`src/rtl/cache_pkg.sv`:
```
// Shared cache-subsystem types and defaults used by the controller, data array and memory bridge.
package cache_pkg;

   localparam int unsigned DEF_ADDR_WIDTH = 32;
   localparam int unsigned DEF_WORD_WIDTH = 32;
   localparam int unsigned DEF_LINE_WORDS = 4;

   typedef enum logic [2:0] {
      IDLE,
      WB,
      RD_REQ,
      RD_WAIT,
      DONE
   } mem_bridge_state_t;

   // Number of byte-offset bits inside one cache line.
   function automatic int unsigned line_offs(input int unsigned line_words,
                                             input int unsigned word_width);
      return $clog2(line_words) + $clog2(word_width / 8);
   endfunction

endpackage

```
`src/rtl/cache_mem_bridge.sv`:
```
// Converts single-cycle refill / write-back commands from the cache controller into
// word-wide bursts on the main-memory request/response bus.
module cache_mem_bridge
   import cache_pkg::*;
#(
   parameter int unsigned ADDR_WIDTH = DEF_ADDR_WIDTH,
   parameter int unsigned WORD_WIDTH = DEF_WORD_WIDTH,
   parameter int unsigned LINE_WORDS = DEF_LINE_WORDS
) (
   input  logic                             clk,
   input  logic                             rst,
   input  logic                             read_en_mem,
   input  logic                             write_en_mem,
   input  logic [ADDR_WIDTH-1:0]            miss_addr,
   input  logic [ADDR_WIDTH-1:0]            evict_addr,
   input  logic [LINE_WORDS*WORD_WIDTH-1:0] evict_line,
   output logic [LINE_WORDS*WORD_WIDTH-1:0] refill_line,
   output logic                             ready_mem,
   output logic                             busy,
   output logic                             cmd_err,
   output logic                             mem_req_valid,
   input  logic                             mem_req_ready,
   output logic                             mem_req_we,
   output logic [ADDR_WIDTH-1:0]            mem_req_addr,
   output logic [WORD_WIDTH-1:0]            mem_req_wdata,
   input  logic                             mem_rsp_valid,
   input  logic [WORD_WIDTH-1:0]            mem_rsp_rdata
);

   localparam int unsigned CW    = $clog2(LINE_WORDS);
   localparam int unsigned BOFF  = $clog2(WORD_WIDTH / 8);
   localparam int unsigned OFFS  = line_offs(LINE_WORDS, WORD_WIDTH);
   localparam int unsigned TAG_W = ADDR_WIDTH - OFFS;
   localparam logic [CW-1:0] LAST_BEAT = CW'(LINE_WORDS - 1);

   mem_bridge_state_t     state, state_n;
   logic [CW-1:0]         wb_cnt, wb_cnt_n, rq_cnt, rq_cnt_n, rs_cnt, rs_cnt_n;
   logic                  pending_rd, pending_rd_n;
   logic [TAG_W-1:0]      wb_line, wb_line_n, rd_line, rd_line_n;
   logic [WORD_WIDTH-1:0] evict_q  [LINE_WORDS];
   logic [WORD_WIDTH-1:0] refill_q [LINE_WORDS];
   logic                  hs, wr_acc, rd_acc, drop, rsp_take;
   logic                  req_valid_n, req_we_n, ready_n, busy_n;
   logic [ADDR_WIDTH-1:0] req_addr_n;
   logic [WORD_WIDTH-1:0] req_wdata_n;
   logic                  unused_offs;

   // Line offsets of the command addresses are recomputed per beat, so the incoming bits are dropped.
   assign unused_offs = ^{miss_addr[OFFS-1:0], evict_addr[OFFS-1:0]};

   // Byte address of one beat within a line.
   function automatic logic [ADDR_WIDTH-1:0] beat_addr(input logic [TAG_W-1:0] line,
                                                       input logic [CW-1:0]    beat);
      return ADDR_WIDTH'({line, beat}) << BOFF;
   endfunction

   // Command acceptance, burst sequencing and next values of the registered bus outputs.
   always_comb begin
      state_n      = state;
      wb_cnt_n     = wb_cnt;
      rq_cnt_n     = rq_cnt;
      rs_cnt_n     = rs_cnt;
      pending_rd_n = pending_rd;
      hs           = mem_req_valid & mem_req_ready;
      wr_acc       = write_en_mem && (state == IDLE);
      rd_acc       = read_en_mem && !pending_rd && ((state == IDLE) || (state == WB));
      drop         = (write_en_mem && !wr_acc) || (read_en_mem && !rd_acc);
      rsp_take     = mem_rsp_valid && ((state == RD_REQ) || (state == RD_WAIT));
      wb_line_n    = wr_acc ? evict_addr[ADDR_WIDTH-1:OFFS] : wb_line;
      rd_line_n    = rd_acc ? miss_addr[ADDR_WIDTH-1:OFFS] : rd_line;

      case (state)
         IDLE: begin
            if (wr_acc) begin
               state_n      = WB;
               pending_rd_n = rd_acc;
            end else if (rd_acc) begin
               state_n = RD_REQ;
            end
         end
         WB: begin
            pending_rd_n = pending_rd | rd_acc;
            if (hs) begin
               wb_cnt_n = wb_cnt + CW'(1);
               if (wb_cnt == LAST_BEAT) state_n = pending_rd_n ? RD_REQ : IDLE;
            end
         end
         RD_REQ: begin
            if (hs) begin
               rq_cnt_n = rq_cnt + CW'(1);
               if (rq_cnt == LAST_BEAT) state_n = RD_WAIT;
            end
            if (rsp_take && (rs_cnt == LAST_BEAT)) state_n = DONE;
         end
         RD_WAIT: begin
            if (rsp_take && (rs_cnt == LAST_BEAT)) state_n = DONE;
         end
         DONE: begin
            pending_rd_n = 1'b0;
            state_n      = IDLE;
         end
         default: state_n = IDLE;
      endcase

      if (rsp_take) rs_cnt_n = rs_cnt + CW'(1);

      req_valid_n = (state_n == WB) || (state_n == RD_REQ);
      req_we_n    = (state_n == WB);
      ready_n     = (state_n == DONE);
      busy_n      = (state_n != IDLE) || pending_rd_n;
      req_addr_n  = '0;
      req_wdata_n = '0;
      if (state_n == WB) begin
         req_addr_n  = beat_addr(wb_line_n, wb_cnt_n);
         req_wdata_n = wr_acc ? evict_line[WORD_WIDTH-1:0] : evict_q[wb_cnt_n];
      end else if (state_n == RD_REQ) begin
         req_addr_n = beat_addr(rd_line_n, rq_cnt_n);
      end
   end

   // State, counters, command snapshots, refill buffer and registered outputs.
   always_ff @(posedge clk or posedge rst) begin
      if (rst) begin
         state         <= IDLE;
         wb_cnt        <= '0;
         rq_cnt        <= '0;
         rs_cnt        <= '0;
         pending_rd    <= 1'b0;
         wb_line       <= '0;
         rd_line       <= '0;
         cmd_err       <= 1'b0;
         ready_mem     <= 1'b0;
         busy          <= 1'b0;
         mem_req_valid <= 1'b0;
         mem_req_we    <= 1'b0;
         mem_req_addr  <= '0;
         mem_req_wdata <= '0;
         for (int unsigned i = 0; i < LINE_WORDS; i++) begin
            evict_q[i]  <= '0;
            refill_q[i] <= '0;
         end
      end else begin
         state         <= state_n;
         wb_cnt        <= wb_cnt_n;
         rq_cnt        <= rq_cnt_n;
         rs_cnt        <= rs_cnt_n;
         pending_rd    <= pending_rd_n;
         wb_line       <= wb_line_n;
         rd_line       <= rd_line_n;
         cmd_err       <= cmd_err | drop;
         ready_mem     <= ready_n;
         busy          <= busy_n;
         mem_req_valid <= req_valid_n;
         mem_req_we    <= req_we_n;
         mem_req_addr  <= req_addr_n;
         mem_req_wdata <= req_wdata_n;
         if (wr_acc) begin
            for (int unsigned i = 0; i < LINE_WORDS; i++)
               evict_q[i] <= evict_line[i*WORD_WIDTH +: WORD_WIDTH];
         end
         if (rsp_take) refill_q[rs_cnt] <= mem_rsp_rdata;
      end
   end

   // Present the refill buffer as a flat line, word 0 in the LSBs.
   always_comb begin
      refill_line = '0;
      for (int unsigned i = 0; i < LINE_WORDS; i++)
         refill_line[i*WORD_WIDTH +: WORD_WIDTH] = refill_q[i];
   end

endmodule

```
`config.mk`:
```
export PLATFORM = sky130hd
export DESIGN_NAME = cache_mem_bridge
export DESIGN_NICKNAME = d
export VERILOG_FILES = /design/src/rtl/cache_pkg.sv /design/src/rtl/cache_mem_bridge.sv
export SDC_FILE = /design/constraint.sdc
export NUM_CORES = 1
export LEC_CHECK = 0
export ABC_AREA = 0
export CORE_UTILIZATION = 50
export DETAILED_ROUTE_END_ITERATION = 10
export DONT_BUFFER_PORTS = 1
export PLACE_DENSITY = 0.7
export SYNTH_ARGS = -nofsm -noshare
export SYNTH_HDL_FRONTEND = slang
export SYNTH_SLANG_ARGS = --single-unit
```
`constraint.sdc`:
```
create_clock -name clk -period 38.2 [get_ports clk]
set_input_delay 5.73 -clock clk [delete_from_list [all_inputs] [get_ports clk]]
set_output_delay 5.73 -clock clk [all_outputs]
set_load 0.1 [all_outputs]
```
# After elaboration in Yosys (flattened, before gate mapping)
# Index checks and enable logic that the tools add are counted.
[op_classes]
mul = 0
reduce_logical = 18
n_eq_ne = 10
div_mod_pow = 0
order_cmp = 3
bitwise = 5
n_shift = 0
muxes = 28
add_sub_neg = 3
[op_table]
columns = ["op", "n"]
rows = [
  ["2-to-1 mux 32 bit", 7],
  ["bitwise mux 128 bit", 1],
  ["binary-select mux 32 bit (select 2 bit)", 1],
  ["demux 32 bit (select 2 bit)", 1],
  ["2-to-1 mux 28 bit", 2],
  ["2-to-1 mux 3 bit", 8],
  ["one-hot mux 3 bit (4 select lines)", 1],
  ["2-to-1 mux 2 bit", 5],
  ["== test 3 x 2 -> 1 bit, second input constant", 3],
  ["logical AND 1 bit", 8],
  ["adder 2 x 1 -> 2 bit, second input constant", 3],
  ["== test 2 bit, second input constant", 3],
  ["== test 3 x 1 -> 1 bit, second input constant", 2],
  ["== test 3 bit, second input constant", 2],
  ["greater-or-equal comparator 3 bit, second input constant", 2],
  ["NOT 2 -> 3 bit", 2],
  ["logical OR 1 bit", 5],
  ["zero test 1 bit", 3],
  ["zero test 3 bit", 1],
  ["< comparator 3 x 1 -> 1 bit, second input constant", 1],
  ["one-hot mux 1 bit (3 select lines)", 1],
  ["nonzero test 3 bit", 1],
  ["bitwise OR 1 bit", 2],
  ["bitwise AND 1 bit", 1],
  ["2-to-1 mux 1 bit", 1],
]
[word_totals]
out_inout_bits = 197
latch_bits = 0
regBits = 391
mem_bits_rw = 0
wordCells = 89
mem_count = 0
mem_bits_ro = 0

# Depth between registers and ports, before layout
[logic_depth]
word_depth = 11
depth_mapped = 8
depth_no_buf = 6

# Least setup slack after synthesis
# No wires, ideal clock.
[synth_timing]
path_type = "input to register"
start = "input read_en_mem"
end = "register mem_req_addr[30]"
arrival_ns = 6.995
slack_ns = 31.083
path_stages = 5
setup_time_ns = 0.121
path_buffers = 1
cell_sequence = "nand2b_1 > nor3_4 > buf_2 > mux2_2 > a32o_2"
[synth_via]
elab_cells_between_ends = 14
classes_between = "eq/ne (2); mux (9); bitwise (1); reduce/logical (2)"
[synth_rtl]
columns = ["element", "line_no", "source"]
rows = [
  ["start: declaration", "cache_mem_bridge.sv:12", "input logic read_en_mem,"],
  ["logical AND 1 bit (2 in a row)", "cache_mem_bridge.sv:66", "rd_acc = read_en_mem && !pending_rd && ((state == IDLE) || (state == WB));"],
  ["2-to-1 mux 28 bit", "cache_mem_bridge.sv:70", "rd_line_n = rd_acc ? miss_addr[ADDR_WIDTH-1:OFFS] : rd_line;"],
  ["named net rd_line_n[26]", "cache_mem_bridge.sv:39", "logic [TAG_W-1:0] wb_line, wb_line_n, rd_line, rd_line_n;"],
  ["2-to-1 mux 32 bit", "cache_mem_bridge.sv:116", "end else if (state_n == RD_REQ) begin"],
  ["2-to-1 mux 32 bit", "cache_mem_bridge.sv:113", "if (state_n == WB) begin"],
  ["named net req_addr_n[30]", "cache_mem_bridge.sv:44", "logic [ADDR_WIDTH-1:0] req_addr_n;"],
  ["end signal: assignment", "cache_mem_bridge.sv:155", "mem_req_addr <= req_addr_n;"],
  ["end: declaration", "cache_mem_bridge.sv:24", "output logic [ADDR_WIDTH-1:0] mem_req_addr,"],
]
# The timed path passes the listed nets, and every way through them passes these cells.
# A chain may end at the register's enable or synchronous reset.

# Worst setup path after layout
[layout_timing]
start = "input write_en_mem"
end = "register mem_req_wdata[0]"
[layout_via]
elab_chain_len = 5
elab_cells_between_ends = 6
classes_between = "eq/ne (1); mux (4); reduce/logical (1)"
[layout_rtl]
columns = ["element", "line_no", "source"]
rows = [
  ["start: declaration", "cache_mem_bridge.sv:13", "input logic write_en_mem,"],
  ["logical AND 1 bit *", "cache_mem_bridge.sv:65", "wr_acc = write_en_mem && (state == IDLE);"],
  ["2-to-1 mux 3 bit", "cache_mem_bridge.sv:74", "if (wr_acc) begin"],
  ["one-hot mux 3 bit (4 select lines)", "cache_mem_bridge.sv:72", "case (state)"],
  ["== test 3 x 1 -> 1 bit", "cache_mem_bridge.sv:113", ""],
  ["2-to-1 mux 32 bit *", "cache_mem_bridge.sv:113", ""],
  ["named net req_wdata_n[0]", "cache_mem_bridge.sv:45", "logic [WORD_WIDTH-1:0] req_wdata_n;"],
  ["end signal: assignment", "cache_mem_bridge.sv:156", "mem_req_wdata <= req_wdata_n;"],
  ["end: declaration", "cache_mem_bridge.sv:25", "output logic [WORD_WIDTH-1:0] mem_req_wdata,"],
]
# The timed path passes the listed nets; every way through them passes the cells marked *.

==> flow_summary.ini <==
[setup_path]
crit_chain = nor4b_4 > buf_4 > buf_4 > a222oi_1 > nand2_1
critPathSlowestCell = buf_4
crit_top_cell = buf_4
critical_path_required_ps = 38650
critPathLaunchType = input pin
cp.arrival_ps = 8040
endpoint_kind = flip-flop
path_class = in2reg
critPathMaxStageDelay_ps = 860
cp_max_fo = 98

[die]
initial_core_util_pct = 51.1
fp.dieH_um = 176
fp-row-count = 63
die_w_um = 176
num_io_pins = 427
die_area_um2 = 31200
core_um2 = 29800

[clock_tree]
clk_pin_slew_ps = 60
numCtsBuffers = 40
numClockSinks = 389
clock_latency_ps = 520
cts_setup_buffers = 0
htree_levels = 2
cts_tree = built
holdBufCountCts = 0
clock_path_buffers = 3
ctsRootBufferMaster = clkbuf_16
cts_resized = 0

[synth]
ys_seq_area_share_pct = 63.9
syn_area_per_cell_um2 = 11.7
synth.distinct_cells = 44
yosysTopAreaCell = dfrtp_1
netlist_instances = 1302
synth_warnings = 0
synth-seq-cells = 389
synth.area.top_cells = dfrtp_1, nand2_1, mux2_2
syn_area_um2 = 15200
yosys.area.top_type_share_pct = 63.9

[detailed_routing]
wl_per_cell_um = 21.1
drtAntennaViolNets = 0
drcViolationCount = 0
dr.first_iter.drc_count = 556
wirelength_mm = 35.9
dr.pass1.iters = 6
vias_per_cell = 5.70
vias = 9680

[run_status]
status = finished clean

[global_route]
grt-ovfl-total = 0
antenna_found_initial = 3
gr-usage-all-layers_pct = 22.9
grt_pass1_vias = 9878
grt_pass1_wl_mm = 55.5
grt_max_degree = 171

[finish]
multi_input_area_um2 = 5110
final_common_cell = nand2_1
synthToLayoutAreaGrowth_pct = 10.1
fillCellCount = 2563
register_area_um2 = 9730
drive_gt1_share_pct = 19.0
layout_common_cells = nand2_1, dfrtp_1, mux2_2
finish.net_count = 1514

[sta]
report.final.slew_viol_count = 0
finalCriticalPeriod_ps = 7590
grt_setup_unrepaired = no
hold_violations = 0
fin_setup_tns_ps = 0
fin_skew_ps = 8.71
period_share_pct = 19.9
setup_violations = 0
fmax_mhz = 132
slew_headroom_pct = 24.3
worst-slew-pin-transition_ps = 1130

[place]
detailed_place_hpwl_mm = 23.2
port_buffers = 0
gp_congestion = 0.799

[run]
max_cap_viol_count = 0

[worst_hold_path]
min_path_type = reg2reg
logic make-up after synthesis:
group                      after synthesis  share of synthesized area, %
AOI/OAI and AO/OA                      114                          6.56
and+or+nand+nor                        539                          13.9
other                                    1                        0.0246
xor gates and xnor gates                 3                         0.173
buffers and inverters                   87                          2.69
DFF                                    389                          63.9
adders and majority gates                6                         0.493
muxes                                  163                          12.2
Yosys cell counts:
master     instances
nand2_1          513
dfrtp_1          389
mux2_2           160
clkbuf_1          44
a22oi_1           31
a222oi_1          30
a32o_1            29
buf_2             27
a21oi_1            7
ha_1               6
inv_1              6
o21ai_0            6
buf_6              5
buf_4              3
nand3_1            3
nand3b_1           3
nor2_1             3
or3_1              3
a221oi_1           2
and2_1             2
buf_1              2
mux4_2             2
nand2b_1           2
nor2b_1            2
nor3_1             2
xnor2_1            2
a211oi_1           1
a21o_1             1
a221o_1            1
a31oi_4            1
a32o_2             1
a32oi_1            1
conb_1             1
mux2i_1            1
nor3_4             1
nor3b_1            1
nor3b_2            1
nor4b_4            1
o2111ai_1          1
o21a_1             1
o32a_1             1
or3_4              1
or3b_2             1
xor2_1             1
flip-flops by register name, summed over array words and instances, names as in the netlist, 2 cells and up:
| name | count |
|---|---|
| rd_line | 28 |
| mem_req_wdata | 32 |
| wb_line | 28 |
| wb_cnt | 2 |
| rs_cnt | 2 |
| mem_req_addr | 30 |
| refill_line | 128 |
| state | 3 |
| evict_q | 128 |
| rq_cnt | 2 |
routing by layer:
| layer | wire length, um | GRT usage (%) | share of wire, % | vias to the layer above |
|---|---|---|---|---|
| met2 | 16600 | 35.4 | 46 | 386 |
| met5 | 17 | 0 | 0.047 | - |
| li1 | - | - | - | 4352 |
| met1 | 14200 | 29.4 | 40 | 4852 |
| met4 | 1380 | 9.63 | 3.8 | 2 |
| met3 | 3630 | 7.67 | 10 | 88 |
worst paths after layout:
kind,to,slack (ps),cells past startpoint,startpoint
worst max-delay path,mem_req_wdata[0],30610,5,write_en_mem
worst min-delay path,wb_line[26],470,2,wb_line[26]
worst max register to register,mem_req_addr[31],35120,4,mem_req_valid
worst min register to register,wb_line[26],470,2,wb_line[26]
max in group asynchronous,evict_q[122],31370,2,rst
min in group asynchronous,refill_line[104],5260,1,rst
area by class of cell:
cell class                      count  area share (%)
Multi-Input combinational cell    827            30.5
Clock buffer                       63            7.21
Clock inverter                      7           0.381
Tap cell                          390            2.91
Antenna cell                        2          0.0299
Timing Repair Buffer               14           0.702
Inverter                            6           0.179
Sequential cell                   389            58.1
through the flow:
stage	instance area [um^2]	util, %	cells	worst slack, ps	hold WS [ps]
after CTS	16800	56.2	1696	30640	474
final	16800	56.3	1698	30610	470
after detailed placement	15500	52.0	1626	30090	460
after floorplan	15200	-	1303	21660	439
after global placement	15500	52.0	1626	30100	453
after global routing	16800	56.2	1697	30360	484
worst max-delay path: cells and delay by family:
family          cells  cell delay [ps]
compound gates      1              330
simple gates        2              300
buf+inv             2             1600
Power is left out: the tool's default activity adds up to more than one toggle a clock period on the data nets, which glitch-free logic cannot reach.
